--- src/rtl/cpu_run_pkg.sv ---
// cpu_run_pkg
// Shared definitions for the CPU run controller: run-state encoding,
// default timing constants and a width helper for small counters.
package cpu_run_pkg;

  // Run-state encoding
  localparam logic [2:0] ST_IDLE_ENC    = 3'd0;
  localparam logic [2:0] ST_HOLD_ENC    = 3'd1;
  localparam logic [2:0] ST_RUN_ENC     = 3'd2;
  localparam logic [2:0] ST_DONE_ENC    = 3'd3;
  localparam logic [2:0] ST_TIMEOUT_ENC = 3'd4;

  typedef enum logic [2:0] {
    S_IDLE    = ST_IDLE_ENC,
    S_HOLD    = ST_HOLD_ENC,
    S_RUN     = ST_RUN_ENC,
    S_DONE    = ST_DONE_ENC,
    S_TIMEOUT = ST_TIMEOUT_ENC
  } run_state_e;

  // Default run timing
  localparam int DEF_RESET_CYCLES = 1;
  localparam int DEF_MAX_CYCLES   = 400;
  localparam int DEF_HALT_REPEAT  = 3;

  // Bits needed to hold values 0..max_val (at least 1 bit).
  function automatic int cnt_w(input int max_val);
    return (max_val < 1) ? 1 : $clog2(max_val + 1);
  endfunction

endpackage

--- src/rtl/cpu_run_controller_sat_counter.sv ---
// sat_counter
// Up-counter that sticks at all-ones instead of wrapping.
//   clk  in   clock
//   clr  in   clear; when en is also high the counter restarts at 1
//   en   in   count enable
//   q    out  current count
module sat_counter #(
  parameter int W = 8
) (
  input  logic         clk,
  input  logic         clr,
  input  logic         en,
  output logic [W-1:0] q
);

  logic [W-1:0] cnt_q;
  logic [W-1:0] cnt_d;

  // clr together with en counts the current event as the first one, which
  // lets the repeat counter "restart at 1" in a single cycle.
  always_comb begin
    cnt_d = cnt_q;
    if (clr) begin
      cnt_d = en ? W'(1) : '0;
    end else if (en && (cnt_q != '1)) begin
      cnt_d = cnt_q + W'(1);
    end
  end

  always_ff @(posedge clk) begin
    cnt_q <= cnt_d;
  end

  assign q = cnt_q;

endmodule

--- src/rtl/cpu_run_controller.sv ---
// cpu_run_controller
// Drives the CPU reset line through a run: holds the CPU in reset for
// RESET_CYCLES after a run starts, releases it, counts cycles and fetches,
// and ends the run on a halt (same PC fetched HALT_REPEAT times in a row)
// or when MAX_CYCLES run cycles have elapsed.
//   clk          in   system clock
//   reset        in   synchronous active-high controller reset
//   start        in   start pulse (accepted in IDLE, DONE, TIMEOUT)
//   abort        in   return to IDLE from any non-IDLE state
//   fetch_valid  in   CPU instruction-latch strobe
//   pc           in   CPU PC, sampled with fetch_valid
//   cpu_reset    out  reset to the CPU
//   running      out  high in RUN
//   done         out  high in DONE (halt detected)
//   timeout      out  high in TIMEOUT
//   cycle_count  out  RUN cycles of the current/last run
//   instr_count  out  fetches of the current/last run
//   halt_pc      out  PC that caused the halt, else 0
module cpu_run_controller
  import cpu_run_pkg::*;
#(
  parameter int PC_WIDTH     = 32,
  parameter int CNT_WIDTH    = 32,
  parameter int RESET_CYCLES = DEF_RESET_CYCLES,
  parameter int MAX_CYCLES   = DEF_MAX_CYCLES,
  parameter int HALT_REPEAT  = DEF_HALT_REPEAT,
  parameter int AUTO_START   = 1
) (
  input  logic                 clk,
  input  logic                 reset,
  input  logic                 start,
  input  logic                 abort,
  input  logic                 fetch_valid,
  input  logic [PC_WIDTH-1:0]  pc,
  output logic                 cpu_reset,
  output logic                 running,
  output logic                 done,
  output logic                 timeout,
  output logic [CNT_WIDTH-1:0] cycle_count,
  output logic [CNT_WIDTH-1:0] instr_count,
  output logic [PC_WIDTH-1:0]  halt_pc
);

  localparam int HOLD_W = cnt_w(RESET_CYCLES);
  localparam int REP_W  = cnt_w(HALT_REPEAT);

  run_state_e          state_q, state_d;
  logic                cpu_reset_q, cpu_reset_d;
  logic                running_q, running_d;
  logic                done_q, done_d;
  logic                timeout_q, timeout_d;
  logic                auto_armed_q, auto_armed_d;
  logic [PC_WIDTH-1:0] last_pc_q, last_pc_d;
  logic [PC_WIDTH-1:0] halt_pc_q, halt_pc_d;

  logic [HOLD_W-1:0]    hold_cnt;
  logic [REP_W-1:0]     rep_cnt;
  logic [CNT_WIDTH-1:0] cycle_cnt;
  logic [CNT_WIDTH-1:0] instr_cnt;

  logic in_run;
  logic fetch_run;
  logic same_pc;
  logic halt_hit;
  logic tmo_hit;
  logic hold_done;
  logic enter_hold;

  assign in_run    = (state_q == S_RUN);
  assign fetch_run = in_run && fetch_valid;
  assign same_pc   = (pc == last_pc_q);

  // The halting fetch is the one whose updated repeat count equals
  // HALT_REPEAT: either it extends a run of identical PCs to that length,
  // or HALT_REPEAT is 1 and any fetch qualifies.
  assign halt_hit  = (HALT_REPEAT != 0) && fetch_run &&
                     (same_pc ? (rep_cnt == REP_W'(HALT_REPEAT - 1))
                              : (HALT_REPEAT == 1));

  // Fires on the RUN cycle whose increment brings cycle_count to MAX_CYCLES.
  assign tmo_hit   = (MAX_CYCLES != 0) && in_run &&
                     (cycle_cnt == CNT_WIDTH'(MAX_CYCLES - 1));

  assign hold_done = (hold_cnt == HOLD_W'(RESET_CYCLES - 1));

  always_comb begin
    state_d = state_q;
    unique case (state_q)
      S_IDLE: begin
        // Auto start is a one-shot armed only by reset.
        if (auto_armed_q || (start && !abort)) state_d = S_HOLD;
      end
      S_HOLD: begin
        if (abort)          state_d = S_IDLE;
        else if (hold_done) state_d = S_RUN;
      end
      S_RUN: begin
        if (abort)         state_d = S_IDLE;
        else if (halt_hit) state_d = S_DONE;
        else if (tmo_hit)  state_d = S_TIMEOUT;
      end
      S_DONE, S_TIMEOUT: begin
        if (abort)      state_d = S_IDLE;
        else if (start) state_d = S_HOLD;
      end
      default: state_d = S_IDLE;
    endcase
    if (reset) state_d = S_IDLE;

    auto_armed_d = reset && (AUTO_START != 0);

    last_pc_d = last_pc_q;
    if (reset)          last_pc_d = '0;
    else if (fetch_run) last_pc_d = pc;

    halt_pc_d = halt_pc_q;
    if (reset || enter_hold)                 halt_pc_d = '0;
    else if (halt_hit && (state_d == S_DONE)) halt_pc_d = pc;

    // Status outputs are registered copies of the next state.
    cpu_reset_d = (state_d != S_RUN);
    running_d   = (state_d == S_RUN);
    done_d      = (state_d == S_DONE);
    timeout_d   = (state_d == S_TIMEOUT);
  end

  assign enter_hold = (state_d == S_HOLD) && (state_q != S_HOLD);

  always_ff @(posedge clk) begin
    state_q      <= state_d;
    auto_armed_q <= auto_armed_d;
    last_pc_q    <= last_pc_d;
    halt_pc_q    <= halt_pc_d;
    cpu_reset_q  <= cpu_reset_d;
    running_q    <= running_d;
    done_q       <= done_d;
    timeout_q    <= timeout_d;
  end

  // Hold counter restarts from 0 whenever the FSM is outside HOLD.
  sat_counter #(.W(HOLD_W)) u_hold_cnt (
    .clk (clk),
    .clr (reset || (state_q != S_HOLD)),
    .en  (!reset && (state_q == S_HOLD)),
    .q   (hold_cnt)
  );

  // A fetch of a new PC clears and counts in the same cycle (count = 1).
  sat_counter #(.W(REP_W)) u_rep_cnt (
    .clk (clk),
    .clr (reset || enter_hold || (fetch_run && !same_pc)),
    .en  (!reset && fetch_run),
    .q   (rep_cnt)
  );

  sat_counter #(.W(CNT_WIDTH)) u_cycle_cnt (
    .clk (clk),
    .clr (reset || enter_hold),
    .en  (!reset && in_run),
    .q   (cycle_cnt)
  );

  sat_counter #(.W(CNT_WIDTH)) u_instr_cnt (
    .clk (clk),
    .clr (reset || enter_hold),
    .en  (!reset && fetch_run),
    .q   (instr_cnt)
  );

  assign cpu_reset   = cpu_reset_q;
  assign running     = running_q;
  assign done        = done_q;
  assign timeout     = timeout_q;
  assign cycle_count = cycle_cnt;
  assign instr_count = instr_cnt;
  assign halt_pc     = halt_pc_q;

endmodule

--- config.mk ---
export PLATFORM = sky130hd
export DESIGN_NAME = cpu_run_controller
export DESIGN_NICKNAME = d
export VERILOG_FILES = /design/src/rtl/cpu_run_pkg.sv /design/src/rtl/cpu_run_controller_sat_counter.sv /design/src/rtl/cpu_run_controller.sv
export SDC_FILE = /design/constraint.sdc
export NUM_CORES = 1
export LEC_CHECK = 0
export ABC_AREA = 1
export ABC_CLOCK_PERIOD_IN_PS = 3400
export CAP_MARGIN = 25
export CORE_MARGIN = 2
export CORE_UTILIZATION = 40
export DETAILED_ROUTE_END_ITERATION = 10
export GPL_TIMING_DRIVEN = 0
export SLEW_MARGIN = 20
export SYNTH_ARGS = -nofsm -noshare
export SYNTH_HDL_FRONTEND = slang
export SYNTH_SLANG_ARGS = --single-unit
--- constraint.sdc ---
create_clock -name clk -period 3.4 [get_ports clk]
set_clock_uncertainty 0.1 [all_clocks]
set_input_delay 0.51 -clock clk [delete_from_list [all_inputs] [get_ports clk]]
set_output_delay 0.51 -clock clk [all_outputs]
set_load 0.02 [all_outputs]
==> out/results.ini <==
[finish]
instances_no_fill = 1414
seq_area_um2 = 3450
multi_input_area_um2 = 3580
layout_common_cells = 220 x nand2_1, 148 x inv_1, 143 x nor2_1
final_common_cell = nand2_1
nFillCells = 1866
areaGrowthSynthToFinish_pct = 28.9
num_antenna_cells = 0
utilization = 0.522
nNetsFinal = 1177
fin_area_um2 = 10100
drive_gt1_frac = 0.133

[power_and_ir_drop]
powerDensity_nw_per_um2 = 479
ir_drop_uv = 334
p_leak_nw = 4.08

[routing]
wl_per_cell_um = 12.9
firstDrtPassIters = 4
drt_wl_total_um = 18300
viasPerCell = 4.53
drtAntennaViolNets = 0
num_vias = 6401
drt_iter0_markers = 352
drc_errors = 0

[sta]
hold_viol_final = 0
finalWorstSetupSlack_ns = 0.247
worst_pin_slew_ns = 0.783
drv_slew = 0
worst_hold_slack_ns = 0.367
finalSetupViolations = 0
max_slew_margin = 0.476
fmax_mhz = 317
rsz0062_at_grt = no
min_period_ns = 3.15
fin_crit_sh = 0.927

[worst_setup_path]
path_max_fanout = 32
cp_common_cell = nand2_1
reg2reg_to = u_cycle_cnt.q[21]$_SDFFCE_PP0P_
r2r_slack_ns = 0.27
path_delay_family = simple AND/OR/NAND/NOR gates
path_cells = clkdlybuf4s50_1 -> xnor2_1 -> nand2_1 -> nor2_1 -> nand2_1 -> nor2_4 -> nand4_4 -> a41oi_4 -> buf_4 -> nand2_2
crit_slowest_cell = clkdlybuf4s50_1
cp-start-kind = primary input
setup.worst_path.class = in2reg
reg2reg_from = u_cycle_cnt.q[0]$_DFFE_PP_
r2r_cells = 12
cp_data_arrival_time_ns = 3.04
path_buf_inv = 2
max_stage_delay_ns = 0.53
required_ns = 3.29
cp-end-kind = flop

[cts]
cts_tree = yes
htreeDepth = 4
postCtsSetupRepairBufs = 0
cts_sinks = 139
clock_path_buffers = 2
cts_root_buf = clkbuf_16
post_cts_resize_count = 0
postCtsHoldBufs = 0
clock_latency_ns = 0.42
clk_pin_slew_ns = 0.06
numCtsBuffers = 17

[placement]
place_area_um2 = 9560
numPortBuffers = 136
dp_cells = 1382
hpwl_um = 13600
preCtsSetupSlack_ns = -0.262
gp_congestion = 0.804

[global_route]
antenna_found_initial = 0
grt.overflow.total = 0
grt_pass1_vias = 5993
grt_pass1_wl_um = 29500
grt.total_usage = 0.181
grt_max_degree = 33

[logic_synthesis]
synthFlopType = dfxtp_1
yosysSeqAreaShare = 0.439
synth_seq_cells = 139
synth_edf_count = 67
netlist_area_um2 = 7860
synthCells = 981
synth_cell_types = 43
async_reset_ff_frac = 0
syn_nets = 1022
syn_avg_cell_area_um2 = 8.01
synth_warnings = 0

[floorplan]
ios = 137
core_um2 = 19400
die_h_um = 144
initial_core_util = 0.405
die_w_um = 144
num_rows = 51
die_area_um2 = 20800

[worst_hold_path]
min-delay-start = last_pc_q[7]$_SDFFE_PP0P_
min_to = last_pc_q[7]$_SDFFE_PP0P_
hp-class = reg2reg
min_path_cells = 2

[status]
status = finished, final reports clean

[job]
cap_violations = 0

-- worst reg2reg max path, stage by stage (launching register included) --
cell	delay, ns
edfxtp_1	0.48
ha_1	0.27
nand2_1	0.08
inv_2	0.05
nand2_2	0.06
nor2_2	0.05
nand3_1	0.10
nor2_2	0.06
nor2_2	0.18
nor2_8	0.06
a41oi_4	0.41
buf_4	0.30
nand2_2	0.47
-- cell type report --
| class | count | share of cell area |
|---|---|---|
| clock buffers | 23 | 0.0515 |
| multi-input cells | 653 | 0.354 |
| plain buffers | 27 | 0.0216 |
| well taps | 265 | 0.0327 |
| flip-flops and latches | 139 | 0.341 |
| inverters | 162 | 0.0600 |
| repair buffers | 136 | 0.134 |
| clock inverters | 9 | 0.00543 |
-- synthesized netlist by cell type, types with 12 or more instances --
cell type | number | area share
dfxtp_1 | 72 | 0.18
nor3_1 | 22 | 0.014
nor2_4 | 48 | 0.069
a21oi_1 | 30 | 0.019
nor2_1 | 143 | 0.068
inv_1 | 148 | 0.071
nand3_1 | 22 | 0.014
inv_2 | 12 | 0.0057
xor2_1 | 30 | 0.033
nand4_1 | 18 | 0.014
xnor2_1 | 26 | 0.029
o21ai_0 | 36 | 0.023
nand2_1 | 222 | 0.11
edfxtp_1 | 67 | 0.26
-- sequential cells by signal, summed over array words and instances (netlist names), 2 cells and up --
register,flops
u_instr_cnt.q,32
state_q,3
halt_pc,32
last_pc_q,32
u_cycle_cnt.q,32
u_rep_cnt.q,2
-- layer usage --
| metal | vias to the layer above | global-route usage | wire length (um) |
|---|---|---|---|
| li1 | 3356 | - | - |
| met1 | 2887 | 0.237 | 8750 |
| met2 | 140 | 0.302 | 8480 |
| met3 | 18 | 0.0417 | 884 |
| met4 | 0 | 0.0496 | 168 |
| met5 | - | 0 | 0 |
-- logic make-up (layout without fill, tap and decap cells) --
group	count (synthesis)	in the layout	share of synthesized area
xor gates and xnor gates	56	56	0.0624
buffers and inverters	189	357	0.105
adders and majority gates	4	4	0.00637
DFF	139	139	0.439
AOI/OAI and AO/OA	81	81	0.0607
and+or+nand+nor	512	512	0.326
-- worst max-delay path by stage --
stage / from / to / slack (ns) / cells after the start
4_1_cts: pc[21] / u_instr_cnt.q[9]$_SDFFCE_PP0P_ / 0.17 / 10
3_5_place_dp: pc[1] / u_instr_cnt.q[15]$_SDFFCE_PP0P_ / -0.26 / 11
6_report: pc[21] / u_cycle_cnt.q[21]$_SDFFCE_PP0P_ / 0.25 / 10
5_1_grt: u_cycle_cnt.q[0]$_DFFE_PP_ / u_instr_cnt.q[4]$_SDFFCE_PP0P_ / 0.007 / 12
3_3_place_gp: pc[0] / u_cycle_cnt.q[16]$_SDFFCE_PP0P_ / -0.73 / 10
2_1_floorplan: u_instr_cnt.q[0]$_DFFE_PP_ / u_instr_cnt.q[0]$_DFFE_PP_ / 0.40 / 12
-- per-stage QoR --
stage / power [mW] / setup TNS, ns
after floorplan: 2.69 / 0
after global placement: 3.09 / -46.00
after detailed placement: 3.10 / -16.19
after CTS: 4.91 / 0
after global routing: 5.08 / 0
final: 4.86 / 0
-- power by group --
| part | total [mW] | switching (mW) | internal, mW |
|---|---|---|---|
| Combinational | 0.970 | 0.558 | 0.412 |
| Clock | 1.80 | 0.726 | 1.08 |
| Sequential | 2.08 | 0.157 | 1.93 |
Power figures use the tool's default switching activity.
